## src/rtl/muldiv_pkg.sv

```systemverilog
// Shared encodings for the EX-stage iterative multiply/divide unit.
package muldiv_pkg;

    localparam logic [1:0] OP_MULT  = 2'b00;
    localparam logic [1:0] OP_MULTU = 2'b01;
    localparam logic [1:0] OP_DIV   = 2'b10;
    localparam logic [1:0] OP_DIVU  = 2'b11;

    localparam logic [1:0] S_IDLE = 2'b00;
    localparam logic [1:0] S_BUSY = 2'b01;
    localparam logic [1:0] S_FIX  = 2'b10;

    localparam int MD_WIDTH = 32;
    localparam int MD_CNT_W = $clog2(MD_WIDTH);

    typedef logic [1:0] md_op_t;

    function automatic logic op_is_div(input md_op_t op);
        return op[1];
    endfunction

    function automatic logic op_is_signed(input md_op_t op);
        return ~op[0];
    endfunction

endpackage

```

## src/rtl/ex_muldiv_unit_if.sv

```systemverilog
// ID/EX-side connection of the multiply/divide unit: op request, stall back-pressure, HI/LO.
interface ex_muldiv_unit_if
    import muldiv_pkg::*;
#(
    parameter int WIDTH = 32
);
    logic             start;
    md_op_t           op;
    logic             flush;
    logic [WIDTH-1:0] RD1;
    logic [WIDTH-1:0] RD2;
    logic             stall;
    logic             done;
    logic [WIDTH-1:0] HI;
    logic [WIDTH-1:0] LO;

    modport master (
        output start, op, flush, RD1, RD2,
        input  stall, done, HI, LO
    );

    modport slave (
        input  start, op, flush, RD1, RD2,
        output stall, done, HI, LO
    );

endinterface

```

## src/rtl/muldiv_step.sv

```systemverilog
// One combinational iteration: shift-add multiply step or restoring-divide step
// on the {hi, lo} working pair.
module muldiv_step #(
    parameter int WIDTH = 32
) (
    input  logic             is_div,
    input  logic [WIDTH-1:0] hi,
    input  logic [WIDTH-1:0] lo,
    input  logic [WIDTH-1:0] operand,
    output logic [WIDTH-1:0] hi_nxt,
    output logic [WIDTH-1:0] lo_nxt
);

    logic [WIDTH:0]   sum;
    logic [WIDTH:0]   shifted;
    logic [WIDTH-1:0] diff;

    always_comb begin
        // Multiply: lo holds the remaining multiplier bits, product bits enter from the top.
        sum     = {1'b0, hi} + (lo[0] ? {1'b0, operand} : '0);
        // Divide: partial remainder is always below the divisor, so the difference fits WIDTH bits.
        shifted = {hi, lo[WIDTH-1]};
        diff    = shifted[WIDTH-1:0] - operand;
        if (is_div) begin
            if (shifted >= {1'b0, operand}) begin
                hi_nxt = diff;
                lo_nxt = {lo[WIDTH-2:0], 1'b1};
            end else begin
                hi_nxt = shifted[WIDTH-1:0];
                lo_nxt = {lo[WIDTH-2:0], 1'b0};
            end
        end else begin
            hi_nxt = sum[WIDTH:1];
            lo_nxt = {sum[0], lo[WIDTH-1:1]};
        end
    end

endmodule

```

## src/rtl/ex_muldiv_unit.sv

```systemverilog
// EX-stage iterative MULT/MULTU/DIV/DIVU unit: one step per cycle on magnitudes,
// sign fix in a final cycle, HI/LO committed on the FIX->IDLE edge.
module ex_muldiv_unit
    import muldiv_pkg::*;
#(
    parameter int WIDTH = 32
) (
    input logic              CLK,
    input logic              RST,
    ex_muldiv_unit_if.slave  bus
);

    localparam int CNT_W = $clog2(WIDTH);

    logic [1:0]       state_q;
    logic [CNT_W-1:0] count_q;
    logic             div_q;
    logic             neg_lo_q;
    logic             neg_hi_q;
    logic [WIDTH-1:0] operand_q;
    logic [WIDTH-1:0] hi_acc_q;
    logic [WIDTH-1:0] lo_acc_q;
    logic [WIDTH-1:0] hi_q;
    logic [WIDTH-1:0] lo_q;
    logic             done_q;

    logic             accept;
    logic             sa;
    logic             sb;
    logic [WIDTH-1:0] step_hi;
    logic [WIDTH-1:0] step_lo;
    logic [WIDTH-1:0] fix_hi;
    logic [WIDTH-1:0] fix_lo;

    function automatic logic [WIDTH-1:0] neg_if(input logic [WIDTH-1:0] v, input logic n);
        return n ? -v : v;
    endfunction

    function automatic logic [2*WIDTH-1:0] neg_wide_if(input logic [2*WIDTH-1:0] v, input logic n);
        return n ? -v : v;
    endfunction

    assign accept = (state_q == S_IDLE) & bus.start & ~bus.flush & ~done_q;
    assign sa     = op_is_signed(bus.op) & bus.RD1[WIDTH-1];
    assign sb     = op_is_signed(bus.op) & bus.RD2[WIDTH-1];

    assign bus.stall = accept | (state_q == S_BUSY) | (state_q == S_FIX);
    assign bus.done  = done_q;
    assign bus.HI    = hi_q;
    assign bus.LO    = lo_q;

    muldiv_step #(.WIDTH(WIDTH)) u_step (
        .is_div  (div_q),
        .hi      (hi_acc_q),
        .lo      (lo_acc_q),
        .operand (operand_q),
        .hi_nxt  (step_hi),
        .lo_nxt  (step_lo)
    );

    always_comb begin
        fix_hi = hi_acc_q;
        fix_lo = lo_acc_q;
        if (div_q) begin
            fix_lo = neg_if(lo_acc_q, neg_lo_q);
            fix_hi = neg_if(hi_acc_q, neg_hi_q);
        end else begin
            {fix_hi, fix_lo} = neg_wide_if({hi_acc_q, lo_acc_q}, neg_lo_q);
        end
    end

    always_ff @(posedge CLK or posedge RST) begin
        if (RST) begin
            state_q   <= S_IDLE;
            count_q   <= '0;
            div_q     <= 1'b0;
            neg_lo_q  <= 1'b0;
            neg_hi_q  <= 1'b0;
            operand_q <= '0;
            hi_acc_q  <= '0;
            lo_acc_q  <= '0;
            hi_q      <= '0;
            lo_q      <= '0;
            done_q    <= 1'b0;
        end else begin
            case (state_q)
                S_IDLE: begin
                    done_q <= 1'b0;
                    if (accept) begin
                        div_q     <= op_is_div(bus.op);
                        // A zero divisor keeps the quotient at all ones regardless of signs.
                        neg_lo_q  <= (sa ^ sb) & ~(op_is_div(bus.op) & (bus.RD2 == '0));
                        neg_hi_q  <= sa;
                        operand_q <= neg_if(bus.RD2, sb);
                        lo_acc_q  <= neg_if(bus.RD1, sa);
                        hi_acc_q  <= '0;
                        count_q   <= '0;
                        state_q   <= S_BUSY;
                    end
                end
                S_BUSY: begin
                    if (bus.flush) begin
                        state_q <= S_IDLE;
                    end else begin
                        hi_acc_q <= step_hi;
                        lo_acc_q <= step_lo;
                        count_q  <= count_q + CNT_W'(1);
                        if (count_q == CNT_W'(WIDTH - 1)) begin
                            state_q <= S_FIX;
                        end
                    end
                end
                S_FIX: begin
                    state_q <= S_IDLE;
                    if (!bus.flush) begin
                        hi_q   <= fix_hi;
                        lo_q   <= fix_lo;
                        done_q <= 1'b1;
                    end
                end
                default: begin
                    state_q <= S_IDLE;
                end
            endcase
        end
    end

endmodule
```

## src/flat_wrapper.sv

```systemverilog
// flat-port wrapper written by rule: the top's interface ports become plain ports
module ex_muldiv_unit_flat import muldiv_pkg::*;
#(
    parameter int WIDTH = 32
)
  (CLK, RST, bus_start, bus_op, bus_flush, bus_RD1, bus_RD2, bus_stall, bus_done, bus_HI, bus_LO);
  ex_muldiv_unit_if #(.WIDTH(WIDTH)) bus_i ();
  input logic CLK;
  input logic RST;
  input wire logic [$bits(bus_i.start)-1:0] bus_start;
  input wire logic [$bits(bus_i.op)-1:0] bus_op;
  input wire logic [$bits(bus_i.flush)-1:0] bus_flush;
  input wire logic [$bits(bus_i.RD1)-1:0] bus_RD1;
  input wire logic [$bits(bus_i.RD2)-1:0] bus_RD2;
  output wire logic [$bits(bus_i.stall)-1:0] bus_stall;
  output wire logic [$bits(bus_i.done)-1:0] bus_done;
  output wire logic [$bits(bus_i.HI)-1:0] bus_HI;
  output wire logic [$bits(bus_i.LO)-1:0] bus_LO;
  assign bus_i.start = bus_start;
  assign bus_i.op = bus_op;
  assign bus_i.flush = bus_flush;
  assign bus_i.RD1 = bus_RD1;
  assign bus_i.RD2 = bus_RD2;
  assign bus_stall = bus_i.stall;
  assign bus_done = bus_i.done;
  assign bus_HI = bus_i.HI;
  assign bus_LO = bus_i.LO;
  ex_muldiv_unit #(.WIDTH(WIDTH)) u_core (.CLK(CLK), .RST(RST), .bus(bus_i));
endmodule
```

## config.mk

```make
export PLATFORM = sky130hd
export DESIGN_NAME = ex_muldiv_unit_flat
export DESIGN_NICKNAME = d
export VERILOG_FILES = /design/src/rtl/muldiv_pkg.sv /design/src/rtl/ex_muldiv_unit_if.sv /design/src/rtl/muldiv_step.sv /design/src/rtl/ex_muldiv_unit.sv /design/src/flat_wrapper.sv
export SDC_FILE = /design/constraint.sdc
export NUM_CORES = 1
export LEC_CHECK = 0
export ABC_AREA = 1
export CORE_MARGIN = 2
export CORE_UTILIZATION = 35
export CTS_BUF_LIST = sky130_fd_sc_hd__clkbuf_16
export DETAILED_ROUTE_END_ITERATION = 10
export SYNTH_ARGS = -nofsm -noshare
export SYNTH_HDL_FRONTEND = slang
export SYNTH_SLANG_ARGS = --single-unit
```

## constraint.sdc

```tcl
create_clock -name CLK -period 9.7 [get_ports CLK]
set_input_delay 1.94 -clock CLK [delete_from_list [all_inputs] [get_ports CLK]]
set_output_delay 1.94 -clock CLK [all_outputs]
set_load 0.03 [all_outputs]
```

==> reports/results.txt <==
Final period util = 58.87%
Cell chain of the critical path = clkdlybuf4s50_1 > inv_1 > nand4_1 > buf_4 > nand3_1 > clkdlybuf4s50_1
Core Area = 47450 µm²
Max Fanout on Critical Path = 39
Post-Synth Simple-Gate Area = 40.37%
Area Overhead vs Synth = 14.88%
Fin area = 19240 µm²
Syn Area/Cell = 5.934 µm²
Power Internal = 0.002161 W
Crit path launch = bus_flush
DIE WIDTH = 222.7 µm
PwrDens = 257.0 nW/µm²
Antenna Violating Nets Remaining = 0
Gpl congestion = 0.9923
First-pass GRT wire length = 100.6 mm
Clk_lat worst skew = 0.47 ns
Share of cells above drive strength 1 = 3.830%
RSZ-0062 raised after global routing = no
Mapped Area = 16750 µm²
Leakage power = 9.819 nW
CTS Hold Bufs = 0
Warnings, synthesis = 0
CP required = 7.76 ns
Proportion of synthesized area in mux cells = 0%
DRT Pass-1 Iters = 6
Placed cell areas = 18650 µm²
Most frequent CP cell = clkdlybuf4s50_1
Status = finished clean
MaxCap Viol Count = 0
CTS tree = yes
Reg power frac = 24.2%
Finished Layout Cells = 3539
Iter 0 DRT Violations = 1658
Hold Crit Class = reg -> reg
Seq cells post-synth = 171
Sequential area share after synthesis = 25.55%
Crit start category = primary input
Arr. time, crit path = 3.77 ns
Row cnt = 80
Clock share of power = 14.3%
Period minus WS final = 5.711 ns
Cts bufs inserted = 17
Vias per Instance = 5.282
Vias in the first global route = 17579
R2R Path End = u_core.hi_acc_q[10]
Drt total wl = 64.52 mm
Synth Instances = 2822
Adder-Cell Fraction of Synth Area = 5.469%
Fin util = 40.55%
Total GRT Usage = 26.11%
Max IR drop VDD = 0.2026 mV
Post-CTS Setup Inserts = 0
Placed wire-length estimate = 51.50 mm
Clock transition at path regs = 0.07 ns
CP endpoint = bus_stall
Initial Util = 35.30%
Worst-margin pin slew = 0.9917 ns
CTS Root Cell = clkbuf_16
Slew margin rel. = 33.88%
Clk_skew = 0.01813 ns
Fillcell total = 5250
Final count of pins violating max slew = 0
Cts repair resizes = 0
Post-Syn Nets = 2964
Synth unique cells = 54
Top cells by area, synth = dfrtp_1 26%, nand2_1 20%, inv_1 9.1%
P_sw = 0.002783 W
Antenna violations before repair = 2
Placed cell count = 3507
Crit-path slowest cell = clkdlybuf4s50_1
Largest net degree at the start of global routing = 101
Ports = 136
Hold Violations, Final = 0
H-tree levels = 4
Share of Yosys cell area claimed by the top area cell type = 25.55%
Final nets = 3053
Synth Area in Compound Gates = 13.61%
Final setup viols = 0
Reg2reg start = u_core.hi_acc_q[18]
Routed len/inst = 18.23 µm
Largest family of logic cells by synthesized area = simple AND/OR/NAND/NOR gates
CP peak stage delay = 0.62 ns
Die Footprint = 49610 µm²
# clock sinks = 171
Gate power share = 61.5%
Leading area contributor after synthesis = dfrtp_1
Number of diodes = 0
Xor and xnor area share after synthesis = 3.504%
Final setup TNS = 0 ns
Worst Hold Margin = 0.4816 ns
Reg-to-reg slack, setup = 6.06 ns
Number of synthesized flops with an enable pin = 0
Fmax = 175.1 MHz
DR DRC count = 0
Worst Setup End Kind = output pin
Primary FF master, synth = dfrtp_1
Max Buffers Root-to-Sink = 2
Routed vias = 18692
Worst Setup Path Type = in -> out
GRT Residual Overflow = 0
Die height = 222.7 µm
Fraction of registers with async set/reset = 100.0%
Worst reg2reg path depth = 15
Sw Share = 56.29%
Port bufs = 135
## worst max-delay path: cells and delay by family
family                 cells  cell delay, ns
AND/OR/NAND/NOR            2            0.21
buffers and inverters      4            1.58
## area by class of cell
cell class	instances	area [µm²]	area share, %
tap	615	769.5	4.000
inverter	415	1563	8.124
timing repair buffer	153	1486	7.727
multi-input combinational	2153	10560	54.87
clock buffer	17	425.4	2.211
sequential	171	4280	22.25
clock inverter	15	157.7	0.8195
## synthesized netlist by cell type (all sizes together) (2+ instances only)
cell type  number
nor2          311
buf            20
dfrtp         171
o21a            3
o211ai         13
a21o            2
a31oi          22
nand4          52
xnor2           8
o21bai          8
a2bb2oi         3
a21oi         137
o41ai           2
nand3         268
inv           413
or2             5
o31ai           7
a22oi           4
clkinv          2
xor2           59
and2            8
nor4            5
nor3           31
nand2         893
fa              2
clkbuf         63
ha             70
nor3b           2
o21ai         215
nand3b         17
## cell usage in the layout (no fill, tap or decap), types with 10 or more instances in the layout
| master | count |
|---|---|
| nand2_2 | 12 |
| ha_1 | 70 |
| nor2_1 | 291 |
| o21ai_0 | 201 |
| nor2_2 | 16 |
| buf_4 | 18 |
| clkdlybuf4s50_1 | 135 |
| xor2_1 | 59 |
| o211ai_1 | 10 |
| a21oi_1 | 137 |
| a31oi_1 | 22 |
| nand2_1 | 880 |
| nand4_1 | 52 |
| inv_1 | 404 |
| nor3_1 | 29 |
| nand3b_1 | 17 |
| o21ai_1 | 13 |
| nand3_1 | 260 |
| dfrtp_1 | 170 |
| clkbuf_16 | 17 |
## sequential cells by signal, summed over array words and instances, names as in the netlist
signal,count
u_core.lo_acc_q,32
u_core.neg_hi_q,1
u_core.state_q,2
u_core.div_q,1
u_core.hi_acc_q,32
u_core.bus.HI,32
u_core.operand_q,32
u_core.neg_lo_q,1
u_core.bus.LO,32
u_core.count_q,5
u_core.bus.done,1
## cells by family after synthesis
kind of cell / Yosys count
AOI/OAI and AO/OA: 421
xor gates and xnor gates: 67
and+or+nand+nor: 1593
buffers and inverters: 498
adders and majority gates: 72
DFF: 171
## stage by stage
step	total power [W]	setup slack, ns
detailed placement	0.004178	3.996
global route	0.005347	3.881
floorplan	0.003225	3.128
CTS	0.004893	3.988
global placement	0.004154	4.003
finish	0.004944	3.989
## metal layers
| metal | track usage, % | share of wire, % |
|---|---|---|
| met1 | 34.95 | 44 |
| met4 | 8.617 | 3.2 |
| met5 | 0 | 0.040 |
| met3 | 4.695 | 7.1 |
| met2 | 42.47 | 45 |
## power groups by stage
stage / Combinational, W / Sequential (W) / Clock (W)
after floorplan: 0.00220 / 0.00102 / 0
after global placement: 0.00297 / 0.00119 / 0
after detailed placement: 0.00299 / 0.00119 / 0
after CTS: 0.00300 / 0.00118 / 0.000718
after global routing: 0.00340 / 0.00120 / 0.000752
final: 0.00304 / 0.00120 / 0.000707
## worst min path at each step
stage                                 start           endpoint  slack (ns)  cells after the start
after global routing       u_core.bus.HI[4]   u_core.bus.HI[4]        0.50                      2
final                     u_core.bus.HI[24]  u_core.bus.HI[24]        0.48                      2
after floorplan           u_core.count_q[4]  u_core.count_q[4]        0.46                      2
after global placement     u_core.bus.HI[5]   u_core.bus.HI[5]        0.46                      2
after CTS                 u_core.bus.HI[10]  u_core.bus.HI[10]        0.49                      2
after detailed placement  u_core.bus.HI[10]  u_core.bus.HI[10]        0.47                      2
Power figures use the tool's default switching activity.
